`config.mk`:
```
export PLATFORM = sky130hd
export DESIGN_NAME = mem_access_unit
export DESIGN_NICKNAME = d
export VERILOG_FILES = /design/src/rtl/mem_access_unit_pkg.sv /design/src/rtl/mem_lane_align.sv /design/src/rtl/mem_access_unit.sv
export SDC_FILE = /design/constraint.sdc
export NUM_CORES = 1
export LEC_CHECK = 0
export CAP_MARGIN = 10
export CORE_ASPECT_RATIO = 1.25
export CORE_MARGIN = 2
export CORE_UTILIZATION = 47
export CTS_CLUSTER_SIZE = 30
export DETAILED_ROUTE_END_ITERATION = 16
export PLACE_DENSITY = 0.86
export SYNTH_ARGS = -nofsm -noshare
export SYNTH_HDL_FRONTEND = slang
export SYNTH_SLANG_ARGS = --single-unit
```
`constraint.sdc`:
```
create_clock -name clock -period 4.1 [get_ports clock]
set_clock_uncertainty 0.15 [all_clocks]
set_input_delay 0.615 -clock clock [delete_from_list [all_inputs] [get_ports clock]]
set_output_delay 0.615 -clock clock [all_outputs]
set_load 0.05 [all_outputs]
```
`src/rtl/mem_access_unit_pkg.sv`:
```
// Shared definitions for the MEM-stage data-memory access unit.
package mem_access_unit_pkg;

  // Bit positions inside the mem_signals control bundle
  localparam int unsigned MS_SIGN    = 5;
  localparam int unsigned MS_READ    = 4;
  localparam int unsigned MS_WRITE   = 3;
  localparam int unsigned MS_SIZE_HI = 2;
  localparam int unsigned MS_SIZE_LO = 0;

  localparam int unsigned NB_WORD = 32;
  localparam int unsigned NB_BE   = 4;
  localparam int unsigned NB_OFF  = 2;
  localparam int unsigned NB_SIZE = 3;

  localparam logic [NB_SIZE-1:0] SZ_WORD = 3'b100;
  localparam logic [NB_SIZE-1:0] SZ_HALF = 3'b010;
  localparam logic [NB_SIZE-1:0] SZ_BYTE = 3'b001;

  localparam logic [NB_BE-1:0] BE_NONE    = 4'b0000;
  localparam logic [NB_BE-1:0] BE_BYTE0   = 4'b0001;
  localparam logic [NB_BE-1:0] BE_HALF_LO = 4'b0011;
  localparam logic [NB_BE-1:0] BE_HALF_HI = 4'b1100;
  localparam logic [NB_BE-1:0] BE_WORD    = 4'b1111;

  typedef enum logic [1:0] {
    ST_IDLE   = 2'd0,
    ST_ACCESS = 2'd1,
    ST_DONE   = 2'd2
  } state_t;

  // Exactly one of the three legal size encodings
  function automatic logic size_legal(input logic [NB_SIZE-1:0] sz);
    return (sz == SZ_WORD) || (sz == SZ_HALF) || (sz == SZ_BYTE);
  endfunction

  // Half on an odd byte or word off a word boundary
  function automatic logic is_misaligned(input logic [NB_SIZE-1:0] sz,
                                         input logic [NB_OFF-1:0]  off);
    return ((sz == SZ_HALF) && off[0]) || ((sz == SZ_WORD) && (off != 2'b00));
  endfunction

endpackage

```
`src/rtl/mem_lane_align.sv`:
```
// Byte-lane steering: store data/enables into lanes, load data out of lanes.
module mem_lane_align
  import mem_access_unit_pkg::*;
(
  input  logic [NB_WORD-1:0] st_data,
  input  logic [NB_SIZE-1:0] st_size,
  input  logic [NB_OFF-1:0]  st_off,
  output logic [NB_WORD-1:0] wdata_c,
  output logic [NB_BE-1:0]   be_c,
  input  logic [NB_WORD-1:0] ld_rdata,
  input  logic [NB_SIZE-1:0] ld_size,
  input  logic [NB_OFF-1:0]  ld_off,
  input  logic               ld_sign,
  output logic [NB_WORD-1:0] load_data_c
);

  logic [7:0]  ld_byte;
  logic [15:0] ld_half;

  // Store side: replicate data across lanes, enable only the addressed ones
  always_comb begin
    wdata_c = st_data;
    be_c    = BE_WORD;
    case (st_size)
      SZ_BYTE: begin
        wdata_c = {4{st_data[7:0]}};
        be_c    = BE_BYTE0 << st_off;
      end
      SZ_HALF: begin
        wdata_c = {2{st_data[15:0]}};
        be_c    = st_off[1] ? BE_HALF_HI : BE_HALF_LO;
      end
      default: begin
        wdata_c = st_data;
        be_c    = BE_WORD;
      end
    endcase
  end

  // Load side: pick the addressed lane and sign/zero extend it
  always_comb begin
    ld_byte     = ld_rdata[8*ld_off +: 8];
    ld_half     = ld_off[1] ? ld_rdata[31:16] : ld_rdata[15:0];
    load_data_c = ld_rdata;
    case (ld_size)
      SZ_BYTE: load_data_c = ld_sign ? {{24{ld_byte[7]}}, ld_byte} : {24'h0, ld_byte};
      SZ_HALF: load_data_c = ld_sign ? {{16{ld_half[15]}}, ld_half} : {16'h0, ld_half};
      default: load_data_c = ld_rdata;
    endcase
  end

endmodule

```
`src/rtl/mem_access_unit.sv`:
```
// MEM-stage data-memory access controller with req/ack handshake and timeout.
module mem_access_unit
  import mem_access_unit_pkg::*;
#(
  parameter int unsigned NB_DATA = 32,
  parameter int unsigned NB_ADDR = 10,
  parameter int unsigned TIMEOUT = 16
) (
  input  logic               clock,
  input  logic               reset,
  input  logic               req_valid,
  input  logic [5:0]         mem_signals,
  input  logic [NB_DATA-1:0] addr,
  input  logic [NB_DATA-1:0] store_data,
  input  logic [NB_DATA-1:0] dmem_rdata,
  input  logic               dmem_ack,
  output logic               stall,
  output logic               done,
  output logic [NB_DATA-1:0] load_data,
  output logic               misalign,
  output logic               bus_err,
  output logic               dmem_req,
  output logic               dmem_we,
  output logic [NB_ADDR-1:0] dmem_addr,
  output logic [NB_BE-1:0]   dmem_be,
  output logic [NB_DATA-1:0] dmem_wdata
);

  localparam int unsigned CNT_W = $clog2(TIMEOUT + 1);

  state_t               state_q, state_d;
  logic [CNT_W-1:0]     cnt_q, cnt_d;
  logic                 we_q, we_d;
  logic [NB_ADDR-1:0]   addr_q, addr_d;
  logic [NB_OFF-1:0]    off_q, off_d;
  logic [NB_SIZE-1:0]   size_q, size_d;
  logic                 sign_q, sign_d;
  logic [NB_BE-1:0]     be_q, be_d;
  logic [NB_DATA-1:0]   wdata_q, wdata_d;
  logic                 req_q, req_d;
  logic                 done_q, done_d;
  logic                 mis_q, mis_d;
  logic                 err_q, err_d;
  logic [NB_DATA-1:0]   load_q, load_d;

  logic [NB_SIZE-1:0]   in_size;
  logic [NB_OFF-1:0]    in_off;
  logic                 accept;
  logic [NB_DATA-1:0]   st_wdata;
  logic [NB_BE-1:0]     st_be;
  logic [NB_DATA-1:0]   ld_ext;
  logic                 unused_addr_hi;

  assign in_size        = mem_signals[MS_SIZE_HI:MS_SIZE_LO];
  assign in_off         = addr[1:0];
  assign accept         = req_valid && (mem_signals[MS_READ] || mem_signals[MS_WRITE])
                          && size_legal(in_size);
  assign unused_addr_hi = ^addr[NB_DATA-1:NB_ADDR+2];

  mem_lane_align u_lane (
    .st_data     (store_data),
    .st_size     (in_size),
    .st_off      (in_off),
    .wdata_c     (st_wdata),
    .be_c        (st_be),
    .ld_rdata    (dmem_rdata),
    .ld_size     (size_q),
    .ld_off      (off_q),
    .ld_sign     (sign_q),
    .load_data_c (ld_ext)
  );

  // Next-state and registered-output logic
  always_comb begin
    state_d = state_q;
    cnt_d   = cnt_q;
    we_d    = we_q;
    addr_d  = addr_q;
    off_d   = off_q;
    size_d  = size_q;
    sign_d  = sign_q;
    be_d    = be_q;
    wdata_d = wdata_q;
    req_d   = req_q;
    done_d  = 1'b0;
    mis_d   = 1'b0;
    err_d   = 1'b0;
    load_d  = load_q;
    case (state_q)
      ST_IDLE: begin
        if (accept) begin
          we_d    = mem_signals[MS_WRITE];
          addr_d  = addr[NB_ADDR+1:2];
          off_d   = in_off;
          size_d  = in_size;
          sign_d  = mem_signals[MS_SIGN];
          be_d    = st_be;
          wdata_d = st_wdata;
          cnt_d   = '0;
          if (is_misaligned(in_size, in_off)) begin
            state_d = ST_DONE;
            done_d  = 1'b1;
            mis_d   = 1'b1;
            load_d  = '0;
          end else begin
            state_d = ST_ACCESS;
            req_d   = 1'b1;
          end
        end
      end
      ST_ACCESS: begin
        cnt_d = cnt_q + CNT_W'(1);
        if (dmem_ack) begin
          state_d = ST_DONE;
          req_d   = 1'b0;
          done_d  = 1'b1;
          load_d  = we_q ? '0 : ld_ext;
        end else if (cnt_q == CNT_W'(TIMEOUT - 1)) begin
          state_d = ST_DONE;
          req_d   = 1'b0;
          done_d  = 1'b1;
          err_d   = 1'b1;
          load_d  = '0;
        end
      end
      ST_DONE: begin
        state_d = ST_IDLE;
      end
      default: begin
        state_d = ST_IDLE;
        req_d   = 1'b0;
      end
    endcase
  end

  // State and request registers; reset abandons any outstanding access
  always_ff @(posedge clock or negedge reset) begin
    if (!reset) begin
      state_q <= ST_IDLE;
      cnt_q   <= '0;
      we_q    <= 1'b0;
      addr_q  <= '0;
      off_q   <= '0;
      size_q  <= '0;
      sign_q  <= 1'b0;
      be_q    <= BE_NONE;
      wdata_q <= '0;
      req_q   <= 1'b0;
      done_q  <= 1'b0;
      mis_q   <= 1'b0;
      err_q   <= 1'b0;
      load_q  <= '0;
    end else begin
      state_q <= state_d;
      cnt_q   <= cnt_d;
      we_q    <= we_d;
      addr_q  <= addr_d;
      off_q   <= off_d;
      size_q  <= size_d;
      sign_q  <= sign_d;
      be_q    <= be_d;
      wdata_q <= wdata_d;
      req_q   <= req_d;
      done_q  <= done_d;
      mis_q   <= mis_d;
      err_q   <= err_d;
      load_q  <= load_d;
    end
  end

  // Stall is combinational so the accept cycle itself freezes the pipeline
  assign stall      = reset && (((state_q == ST_IDLE) && accept) || (state_q == ST_ACCESS));
  assign done       = done_q;
  assign misalign   = mis_q;
  assign bus_err    = err_q;
  assign load_data  = load_q;
  assign dmem_req   = req_q;
  assign dmem_we    = we_q;
  assign dmem_addr  = addr_q;
  assign dmem_be    = be_q;
  assign dmem_wdata = wdata_q;

endmodule

```
### After elaboration in Yosys (flattened, before gate mapping)

Index checks and enable logic that the tools add are counted.
Widths: inputs -> output; s select.

* memories: 0
* memory bits (read-only): 0
* logic and storage cells: 82
* input bits: 106
* latch bits: 0
* flip-flop bits (word level): 96
* output and inout bits: 84
* memory bits (writable): 0

* reductions and logical operators: 19
* div/mod/pow operators: 0
* equal/unequal tests: 12
* bitwise gates (word level): 1
* $lt $le $gt $ge: 0
* add/sub/neg operators: 1
* shifts and indexed selects: 2
* $mul: 0
* muxes and demuxes: 33

Operators with widths (number)
* $mux 32: 7
* $pmux 32 s2: 3
* $shiftx 32x6->8: 1
* $mux 16: 1
* $mux 1: 11
* $pmux 5 s2: 1
* $mux 2: 4
* $pmux 4 s2: 1
* $reduce_and 4->1: 2
* $eq 3x1->1 const B: 2
* $eq 3x2->1 const B: 2
* $logic_and 1x1->1: 6
* $ne 2x2->1 const B: 3
* $reduce_and 2->1: 3
* $add 5x1->5 const B: 1
* $eq 5x4->1 const B: 1
* $logic_or 1x1->1: 5
* $mux 5: 1
* $mux 4: 1
* $pmux 2 s2: 1
* $reduce_bool 2->1: 2
* $shl 1x2->4 const A: 1
* $eq 3x3->1 const B: 1
* $ne 3x3->1 const B: 1
* other kinds (6): 6

### Longest topological paths before layout

Gate-level depths: netlist (run 1).

* depth after elaboration: 7
* mapped depth: 8
* mapped depth without buffers: 6

### Hierarchy

A second synthesis (run 1) with hierarchy kept.

* cells, all modules: 521
* area total of the unflattened synthesis: 5449.0 sq um

Modules (own cells, without submodules)
* mem_access_unit: seq. area each 2402.3 sq um, area each 4000.1 sq um, times used 1, cells an instance 300
* mem_lane_align: seq. area each 0.0 sq um, area each 1448.9 sq um, times used 1, cells an instance 221

### Worst setup path after synthesis (run 1)

No wires, ideal clock.

* path kind: in2out
* start point: in mem_signals[2]
* end point: out stall
* slack: 1253 ps
* path buffers: 2
* arrival: 2082 ps
* cell stages on the path: 7
* data required time: 3335 ps
* path through: buf_2 -> or3b_1 -> o21ai_2 -> nand3b_4 -> clkbuf_1 -> nand2_1 -> and2_1

* word-level cells in the longest chain between the ends: 7
* elaborated cells on any way between the ends: 9
* classes of those cells: eq/ne: 3; reduce/logical: 6

Ends and longest elaborated chain
* from (decl): line mem_access_unit.sv:12 `input logic [5:0] mem_signals,`
* $eq 3x3->1 or $eq 3x2->1 (tied branches): line mem_access_unit_pkg.sv:34 `return (sz == SZ_WORD) || (sz == SZ_HALF) || (sz == SZ_BYTE);`
* $logic_or 1x1->1: line mem_access_unit_pkg.sv:34
* $logic_or 1x1->1 *: line mem_access_unit_pkg.sv:34
* $logic_and 1x1->1 *: line mem_access_unit.sv:57 `&& size_legal(in_size);`
* $logic_and 1x1->1 *: line mem_access_unit.sv:172 `assign stall = reset && (((state_q == ST_IDLE) && accept) || (state_q == ST_ACCESS));`
* $logic_or 1x1->1 *: line mem_access_unit.sv:172
* $logic_and 1x1->1 *: line mem_access_unit.sv:172
* to (decl): line mem_access_unit.sv:17 `output logic stall,`

Every way passes the cells marked *; elsewhere a longest branch is shown, timed or not.

### Final worst setup path (run 1)

* start point: in mem_signals[1]
* end point: out stall

Same word-level chain as after synthesis.

==> summary.md, run 1 <==
| Metric | Value |
|---|---|
| Synth warn | 0 |
| Wire length per cell | ~18 µm |
| Vias | 4510 |
| CTS Buffer Depth | 2 |
| Worst EP arrival | about 2.5 ns |
| Worst vdd ir | 395 µV |
| Antenna Violating Nets Remaining | 0 |
| DR iter-0 viols | 304 |
| Clock Latency Late Sink | 0.34 ns |
| Synthesized flop and latch total | 96 |
| Syn Nets | 617 |
| Post-layout min period | 3.22 ns |
| Syn Inst Count | between 500 and 600 |
| Comb pwr share | 0.520 |
| Pint | 2.58 mW |
| Diodes inserted | 0 |
| Finish-stage setup viols | 0 |
| Slew Viols, Final | 0 |
| Top cells by area, synth | dfrtp_1 (51%), nand2_1 (8.4%), o21ai_0 (7.5%) |
| Seq/Total Area, Yosys | 0.514 |
| Final-report hold violation count | 0 |
| Drt via density | between 5 and 6 |
| WP data required | 3.34 ns |
| Max cap viols | 0 |
| CTS root buf | clkbuf_16 |
| Final Core Density | 0.696 |
| Top cell type by total area after synthesis | dfrtp_1 |
| Worst Tran Pin Value | 1.10 ns |
| Avg Cell Area, Syn | 9.17 µm² |
| Placed cell count | 774 |
| CTS hold repair buffers | 0 |
| Crit-path max FO | 17 |
| Num rows | 40 |
| F_max | 0.311 GHz |
| CP peak stage delay | 0.45 ns |
| CTS resizes | 0 |
| Grt ovf | 0 |
| Footprint of the multi-input gates | between 2000 and 2500 µm² |
| Initial Utilization | 0.483 |
| Largest net degree at the start of global routing | 76 |
| Setup Crit Path Kind | in -> out |
| Post-Syn Area | about 4700 µm² |
| Slowest library cell on the worst path | clkdlybuf4s50_1 |
| Layout cells sized above 1 | 0.0467 |
| Period utilization | 0.785 |
| # clock sinks | 96 |
| Sequential cell fraction of total power | 0.312 |
| First drt pass iteration count | 5 |
| I/O Pins | between 150 and 200 |
| Switching Share | 0.462 |
| Outcome | finished, final reports clean |
| Vias in the first global route | 4541 |
| Fillers | around 730 |
| Design area | around 6700 µm² |
| Post-layout nets | 768 |
| Die width | 93.2 µm |
| Slew margin rel. | 0.264 |
| Post-DP Area | between 6000 and 7000 µm² |
| I/O Buffers | 169 |
| CP cell instances | clkdlybuf4s50_1 -> buf_4 -> or3b_1 -> o21ai_2 -> nand3b_4 -> nand2_1 -> and2_1 -> buf_12 |
| Post-synth top area share | 0.514 |
| Die area | roughly 11000 µm² |
| Reg clk slew, reported paths | 0.06 ns |
| Sw power | 2.22 mW |
| GRT Overall Usage | 0.268 |
| Register area | approximately 2400 µm² |
| Layout area overhead | 44.1% |
| Clock power share | 0.168 |
| Crit path max-delay family | simple AND/OR/NAND/NOR gates |
| Non-Filler Instances | 790 |
| DRC | 0 |
| Inserted Clock Buffers | 9 |
| Die H | 115 µm |
| Power per cell area | 715 nW/µm² |
| Total negative setup slack | 0 ns |
| CP Launch Type | input port |
| Setup bufs post-CTS | 0 |
| RSZ-0062 raised after global routing | no |
| TritonCTS clock tree | done |
| Post-Route WL | between 10000 and 15000 µm |
| First-pass GRT wire length | 22500 µm |
| Leakage Power | between 2 and 3 nW |
| Hold WC Path Type | in -> async |
| Final HPWL DP | between 9000 and 10000 µm |
| H-Tree Level Count | 3 |
| Total power | 4.81 mW |
| Buffers & Inverters on Critical Path | 3 |
| Distinct cell type count after synthesis | 37 |
| Initial antenna violation count | 0 |
| RD Place Congestion | 0.846 |
| Core ar. | 9660 µm² |
| Setup crit end kind | output pin |
cell usage after synthesis (all sizes together):
cell type / n
nand3b: 3
o21a: 1
o2bb2ai: 26
and2: 4
a21o: 2
o311ai: 1
buf: 12
o22ai: 8
nor3b: 5
and3: 1
mux2i: 10
inv: 6
nor2: 19
nand3: 3
and3b: 1
clkbuf: 25
xnor2: 2
a31oi: 3
o21ai: 72
nand2b: 5
nand2: 105
o211a: 1
nor3: 2
a22oi: 9
ha: 2
o22a: 8
a21oi: 53
a22o: 7
mux4: 1
dfrtp: 96
nor2b: 15
or3b: 1
layout make-up:
cell class              count  share of cell area
flip-flops and latches     96               0.357
clock inverters             4             0.00446
clock buffers              11              0.0376
well taps                 126              0.0234
repair buffers            177               0.265
inverters                   6             0.00335
multi-input cells         370               0.310
path summary, 6_finish.rpt:
kind | from | to | slack (ns) | depth (start not counted)
min in group clock | dmem_wdata[6] | dmem_wdata[6] | 0.32 | 2
max in group asynchronous | reset | size_q[1] | 2.58 | 2
setup reg to reg | size_q[1] | load_data[19] | 1.47 | 5
hold reg to reg | dmem_wdata[6] | dmem_wdata[6] | 0.32 | 2
setup / recovery | mem_signals[1] | stall | 0.88 | 8
hold / removal | reset | load_data[14] | 0.1 | 1
power by group through the flow:
stage               clock network [mW]  registers (mW)  logic, mW
finish                           0.806            1.50       2.50
global route                     0.859            1.54       2.62
CTS                              0.821            1.50       2.50
detailed placement                   0            1.51       2.50
global placement                     0            1.49       2.45
floorplan                            0            2.50      0.607
logic make-up after synthesis:
kind of cell             count (synthesis)  share of synthesized area
adder cells (fa/ha/maj)                  2                    0.00536
XOR/XNOR                                 2                    0.00375
flip-flops                              96                      0.514
AND/OR/NAND/NOR                        164                      0.160
multiplexers                            11                     0.0263
buffers and inverters                   43                     0.0397
AO/OA/AOI/OAI                          191                      0.251
registers in the layout, indices dropped and copies added, names as in the netlist, 2 cells and up:
| register | count |
|---|---|
| cnt_q | 5 |
| dmem_addr | 10 |
| dmem_be | 4 |
| dmem_wdata | 32 |
| load_data | 32 |
| off_q | 2 |
| size_q | 3 |
| state_q | 2 |
layer usage:
metal,up-vias,part of all wire,track usage
met5,-,0,0
met4,0,0.025,0.0971
met3,30,0.096,0.0787
met2,232,0.49,0.449
met1,2155,0.39,0.332
li1,2093,-,-
cell usage in the layout, fill, tap and decap left out, drive strengths merged, types with 8 or more instances in the layout:
cell type and count:
a21oi 53, o22ai 8, clkbuf 11, nor2 19, dfrtp 96, clkdlybuf4s50 167, buf 10, nand2 105
a22oi 9, nor2b 15, o22a 8, mux2i 10, o2bb2ai 26, o21ai 72
metrics by stage:
step                      setup WS, ns  hold slack, ns
after floorplan                   1.25           0.169
after global placement           0.813           0.306
after detailed placement         0.765           0.311
after CTS                        0.888           0.112
after global routing             0.756           0.133
final                            0.883          0.0971
No activity file was read; power rests on OpenSTA's default activity.
==> run 2, diff against run 1 <==
--- a/config.mk
+++ b/config.mk
@@ -8,10 +8,10 @@
 export CAP_MARGIN = 10
 export CORE_ASPECT_RATIO = 1.25
 export CORE_MARGIN = 2
-export CORE_UTILIZATION = 47
+export CORE_UTILIZATION = 39
 export CTS_CLUSTER_SIZE = 30
 export DETAILED_ROUTE_END_ITERATION = 16
-export PLACE_DENSITY = 0.86
+export PLACE_DENSITY = 0.77
 export SYNTH_ARGS = -nofsm -noshare
 export SYNTH_HDL_FRONTEND = slang
 export SYNTH_SLANG_ARGS = --single-unit
==> constraint.sdc (replaced) <==
create_clock -name clock -period 2.81 [get_ports clock]
set_clock_uncertainty 0.15 [all_clocks]
set_input_delay 0.4215 -clock clock [delete_from_list [all_inputs] [get_ports clock]]
set_output_delay 0.4215 -clock clock [all_outputs]
set_load 0.05 [all_outputs]
==> run 2 against run 1 <==
Effect of this change:
- critical path depth is the same
- non-clock buffer count grew 9
- final cell count increased by 5.6%
- utilization shrank 11 points
- flip-flop and latch count is the same
- sequential power rose by 45%
- wire length shrank 1.0%
- combinational power grew 46%
- global-route usage fell by 4.7 points
- design area grew 2.2%
- sequential share of layout area shrank 0.77 points
- highest routed layer unchanged
==> summary.md, run 2 (same netlist as run 1, synthesis figures left out) <==
| Metric | Value |
|---|---|
| Outcome | finished, final reports clean |
| Diodes inserted | 0 |
| Power per cell area | 1040 nW/µm² |
| Layout cells sized above 1 | 0.0565 |
| Finish-stage setup viols | 0 |
| Sequential cell fraction of total power | 0.306 |
| Worst setup margin | 0.161 ns |
| RD Place Congestion | 0.869 |
| Clock power share | 0.180 |
| F_max | 0.378 GHz |
| Hold Slack | 0.325 ns |
| Leakage Power | 2.93 nW |
| Post-layout nets | 777 |
| Layout area overhead | 47.2% |
| Switching Share | 0.450 |
| Die H | 126 µm |
| Post-layout min period | around 2.6 ns |
| Drt via density | 5.36 |
| CTS root buf | clkbuf_16 |
| First drt pass iteration count | 4 |
| Num rows | 44 |
| Most frequent cells in the layout | clkdlybuf4s50_1 (167), nand2_1 (105), dfrtp_1 (96) |
| Die width | 102 µm |
| Setup Crit Path Kind | in -> out |
| Reg clk slew, reported paths | 0.06 ns |
| CP Launch Type | input port |
| Slew Viols, Final | 0 |
| WP data required | about 2.2 ns |
| Largest net degree at the start of global routing | 76 |
| Initial Utilization | 0.400 |
| First-pass GRT wire length | 22400 µm |
| Placed cell count | 818 |
| GRT Overall Usage | 0.221 |
| Initial antenna violation count | 0 |
| Clock Latency Late Sink | 0.34 ns |
| Crit-path max FO | 15 |
| Die area | between 10000 and 15000 µm² |
| Period utilization | 0.943 |
| CTS Buffer Depth | 2 |
| DRC | 0 |
| Register area | 2400 µm² |
| Total negative setup slack | 0 ns |
| Worst EP arrival | ~2.1 ns |
| Hold depth | 2 |
| Dpl ws | about 0.17 ns |
| Final-report hold violation count | 0 |
| Post-DP Area | 6550 µm² |
| Final HPWL DP | 10200 µm |
| H-Tree Level Count | 3 |
| Grt ovf | 0 |
| Vias in the first global route | 4501 |
| R2R cell count | 5 |
| Slew margin rel. | 0.483 |
| Antenna Violating Nets Remaining | 0 |
| I/O Pins | 190 |
| Wire length per cell | approximately 17 µm |
| Comb pwr share | 0.514 |
| I/O Buffers | 169 |
| Worst Tran Pin Value | 0.773 ns |
| Core ar. | approximately 12000 µm² |
| DR iter-0 viols | 172 |
| # clock sinks | 96 |
| Hold WC Path Type | reg -> reg |
| Worst vdd ir | roughly 550 µV |
| Sw power | roughly 3.2 mW |
| Most common cell after layout, fill and taps aside | clkdlybuf4s50_1 |
| TritonCTS clock tree | done |
| Design area | 6870 µm² |
| Setup crit end kind | output pin |
| Post-Route WL | 14000 µm |
| Vias | 4469 |
| Fillers | around 1000 |
| Pint | 3.92 mW |
| Footprint of the multi-input gates | 2080 µm² |
| RSZ-0062 raised after global routing | no |
| Inserted Clock Buffers | 9 |
| Max cap viols | 0 |
| Non-Filler Instances | 834 |
[run 2: cell types whose count changed in the layout (fill, tap and decap cells not counted), sizes merged]
cell         delta
dlygate4sd3     +1
clkinvlp        +2
clkbuf          -1
bufinv          +2
buf             +8
clkinv          -3
[run 2: repair_timing]
item,4_1_cts,5_1_grt
hold endpoints to repair,17,0
setup buffers,0,0
resized for setup,0,0
hold buffers,1,0
setup endpoints to repair,0,0
[run 2: layout make-up]
cell class	instances	share of cell area
Sequential cell	96	0.349
Clock buffer	10	0.0333
Timing Repair Buffer	186	0.270
Inverter	6	0.00328
Clock inverter	5	0.0120
Tap cell	161	0.0293
Multi-Input combinational cell	370	0.303
[run 2: power by group through the flow]
stage	clock network (mW)	logic (mW)	registers, mW
after floorplan	0	0.886	3.64
after global placement	0	3.62	2.19
after detailed placement	0	3.66	2.20
after CTS	1.32	3.68	2.18
after global routing	1.37	3.86	2.24
final	1.28	3.66	2.18
[run 2: final timing paths]
path	startpoint	to	slack [ns]
min in group asynchronous	reset	done	0.35
worst max-delay path	mem_signals[0]	stall	0.16
max in group asynchronous	reset	dmem_wdata[13]	1.35
worst min register to register	dmem_be[1]	dmem_be[1]	0.32
worst min-delay path	dmem_be[1]	dmem_be[1]	0.32
worst max register to register	size_q[2]	load_data[0]	0.67
[run 2: routing by layer]
layer / part of all wire / vias up / global-route usage / wire, µm
li1: - / 2113 / - / -
met5: 0 / - / 0 / 0
met4: 0.028 / 0 / 0.0871 / 399
met1: 0.40 / 2117 / 0.281 / 5650
met3: 0.097 / 25 / 0.0667 / 1360
met2: 0.47 / 214 / 0.353 / 6630
[run 2: worst max-delay path, cell delays in order]
cell,delay [ns]
clkdlybuf4s50_1,0.48
buf_4,0.21
xnor2_1,0.12
o21ai_2,0.24
nand3b_4,0.14
nand2_1,0.13
and2_1,0.19
buf_12,0.14
[run 2: stage by stage]
step,power [mW],util
after floorplan,4.53,-
after global placement,5.81,0.561
after detailed placement,5.86,0.561
after CTS,7.17,0.589
after global routing,7.47,0.589
final,7.12,0.589
==> run 3, diff against run 2 <==
==> constraint.sdc (replaced) <==
create_clock -name clock -period 2.81 [get_ports clock]
set_clock_uncertainty 0.15 [all_clocks]
set_input_delay 0.4215 -clock clock [delete_from_list [all_inputs] [get_ports clock]]
set_output_delay 0.4215 -clock clock [all_outputs]
set_load 0.01 [all_outputs]
==> run 3 against run 2 <==
Effect of this change:
- wire length is 3.8% higher
- via count is 0.36% higher
- power down 20%
- utilization decreased by 0.20 points
- highest routed layer unchanged
==> summary.md, run 3 (same netlist as run 1, synthesis figures left out) <==
| Metric | Value |
|---|---|
| Sequential cell fraction of total power | 0.385 |
| Reg clk slew, reported paths | ~0.060 ns |
| CTS root buf | clkbuf_16 |
| Initial Utilization | 0.400 |
| Worst r2r dst | load_data[5] |
| Setup crit end kind | output pin |
| WP data required | ~2.2 ns |
| Crit path to | stall |
| CP cell instances | clkdlybuf4s50_1 -> or3b_4 -> o21ai_2 -> nand3b_4 -> nand2_1 -> and2_1 -> dlygate4sd2_1 |
| Slew Viols, Final | 0 |
| Largest net degree at the start of global routing | 51 |
| Vias | 4485 |
| First-pass GRT wire length | 23300 µm |
| Die H | approximately 130 µm |
| Pint | 3.76 mW |
| Worst r2r src | size_q[2] |
| Worst EP arrival | 2.00 ns |
| Outcome | finished, final reports clean |
| Drt via density | roughly 5.3 |
| Final Core Density | 0.587 |
| Total power | roughly 5.7 mW |
| Layout area overhead | 46.7% |
| First drt pass iteration count | 4 |
| Clock power share | 0.202 |
| Slowest library cell on the worst path | clkdlybuf4s50_1 |
| Dpl ws | -0.0498 ns |
| Post-Route WL | 14600 µm |
| Slew margin rel. | 0.488 |
| Crit path max-delay family | buffers and inverters |
| Diodes inserted | 0 |
| Setup Crit Path Kind | in -> out |
| RD Place Congestion | approximately 0.88 |
| Most frequent cells in the layout | clkdlybuf4s50_1 (167), nand2_1 (105), dfrtp_1 (96) |
| Die width | 102 µm |
| DRC | 0 |
| CTS hold repair buffers | 0 |
| Clock Latency Late Sink | 0.34 ns |
| Switching Share | 0.338 |
| H-Tree Level Count | 3 |
| Wire length per cell | 17.4 µm |
| Grt ovf | 0 |
| Post-layout min period | 2.57 ns |
| Initial antenna violation count | 0 |
| Power per cell area | roughly 830 nW/µm² |
| Leakage Power | 2.93 nW |
| Buffers & Inverters on Critical Path | 2 |
| Die area | 12900 µm² |
| Worst setup path start | mem_signals[1] |
| Worst Tran Pin Value | 0.765 ns |
| WP depth | 7 |
| Sw power | 1.92 mW |
| Layout cells sized above 1 | 0.0648 |
| Final HPWL DP | 10600 µm |
| TritonCTS clock tree | done |
| Hold WC Path Type | in -> async |
| Fillers | 1051 |
| Final-report hold violation count | 0 |
| Crit-path max FO | 2 |
| F_max | between 0.3 and 0.4 GHz |
| I/O Buffers | 169 |
| CP Launch Type | input port |
| Vias in the first global route | 4647 |
| CTS Buffer Depth | 2 |
| GRT Overall Usage | 0.231 |
| RSZ-0062 raised after global routing | no |
| Worst vdd ir | around 460 µV |
| Core ar. | about 12000 µm² |
| Comb pwr share | 0.412 |
| Period utilization | 0.916 |
| Non-Filler Instances | between 800 and 900 |
| R2R cell count | 5 |
| Num rows | between 40 and 50 |
| Finish-stage setup viols | 0 |
| Worst setup margin | about 0.24 ns |
| I/O Pins | 190 |
| Most common cell after layout, fill and taps aside | clkdlybuf4s50_1 |
| Placed cell count | 823 |
| Inserted Clock Buffers | 9 |
| R2R setup slack | 0.63 ns |
| # clock sinks | 96 |
| Max cap viols | 0 |
| DR iter-0 viols | 236 |
| CP peak stage delay | 0.48 ns |
| Post-layout nets | 782 |
| Antenna Violating Nets Remaining | 0 |
-- run 3: cell types whose count changed in the layout (fill, tap and decap cells not counted), sizes merged --
cell,delta
buf,+5
bufinv,-2
clkinv,+2
clkbuf,+1
clkinvlp,-1
dlygate4sd2,+1
dlygate4sd3,-1
inv,+1
-- run 3: power by group through the flow --
stage	clock network [mW]	registers, mW	logic (mW)
after floorplan	0	2.34	0.881
after global placement	0	2.20	2.29
after detailed placement	0	2.20	2.35
after CTS	1.19	2.19	2.36
after global routing	1.23	2.25	2.54
final	1.15	2.19	2.34
-- run 3: how the worst min path moves through the flow --
stage                     cells past startpoint             to     startpoint  slack [ns]
after global placement                        2     dmem_be[1]     dmem_be[1]        0.30
after floorplan                               0        bus_err          reset       -0.02
after CTS                                     2       dmem_req          reset        0.08
after detailed placement                      2  dmem_wdata[1]  dmem_wdata[1]        0.31
after global routing                          2     dmem_be[1]          reset        0.13
final                                         2           done          reset        0.06
-- run 3: routing by layer --
layer | track usage | part of all wire
met4 | 0.100 | 0.029
met1 | 0.289 | 0.40
met3 | 0.0700 | 0.090
met5 | 0 | 0
met2 | 0.367 | 0.48
-- run 3: area by class of cell --
type,instances,area (µm²),share of cell area
clock buffers,11,233,0.0340
clock inverters,5,41.3,0.00603
inverters,6,22.5,0.00329
multi-input cells,370,2080,0.304
flip-flops and latches,96,2400,0.351
well taps,161,201,0.0294
repair buffers,191,1870,0.272
-- run 3: repair_timing --
action	CTS	global route
gates resized for setup	2	0
endpoints found under the setup margin	1	0
setup buffers	1	0
-- run 3: stage by stage --
stage	hold slack, ns	setup TNS [ns]	cell area, µm²
floorplan	-0.0241	0	4670
global placement	0.304	-0.0143	6570
detailed placement	0.313	-0.0498	6570
CTS	0.0826	0	6850
global route	0.128	0	6850
finish	0.0623	0	6850
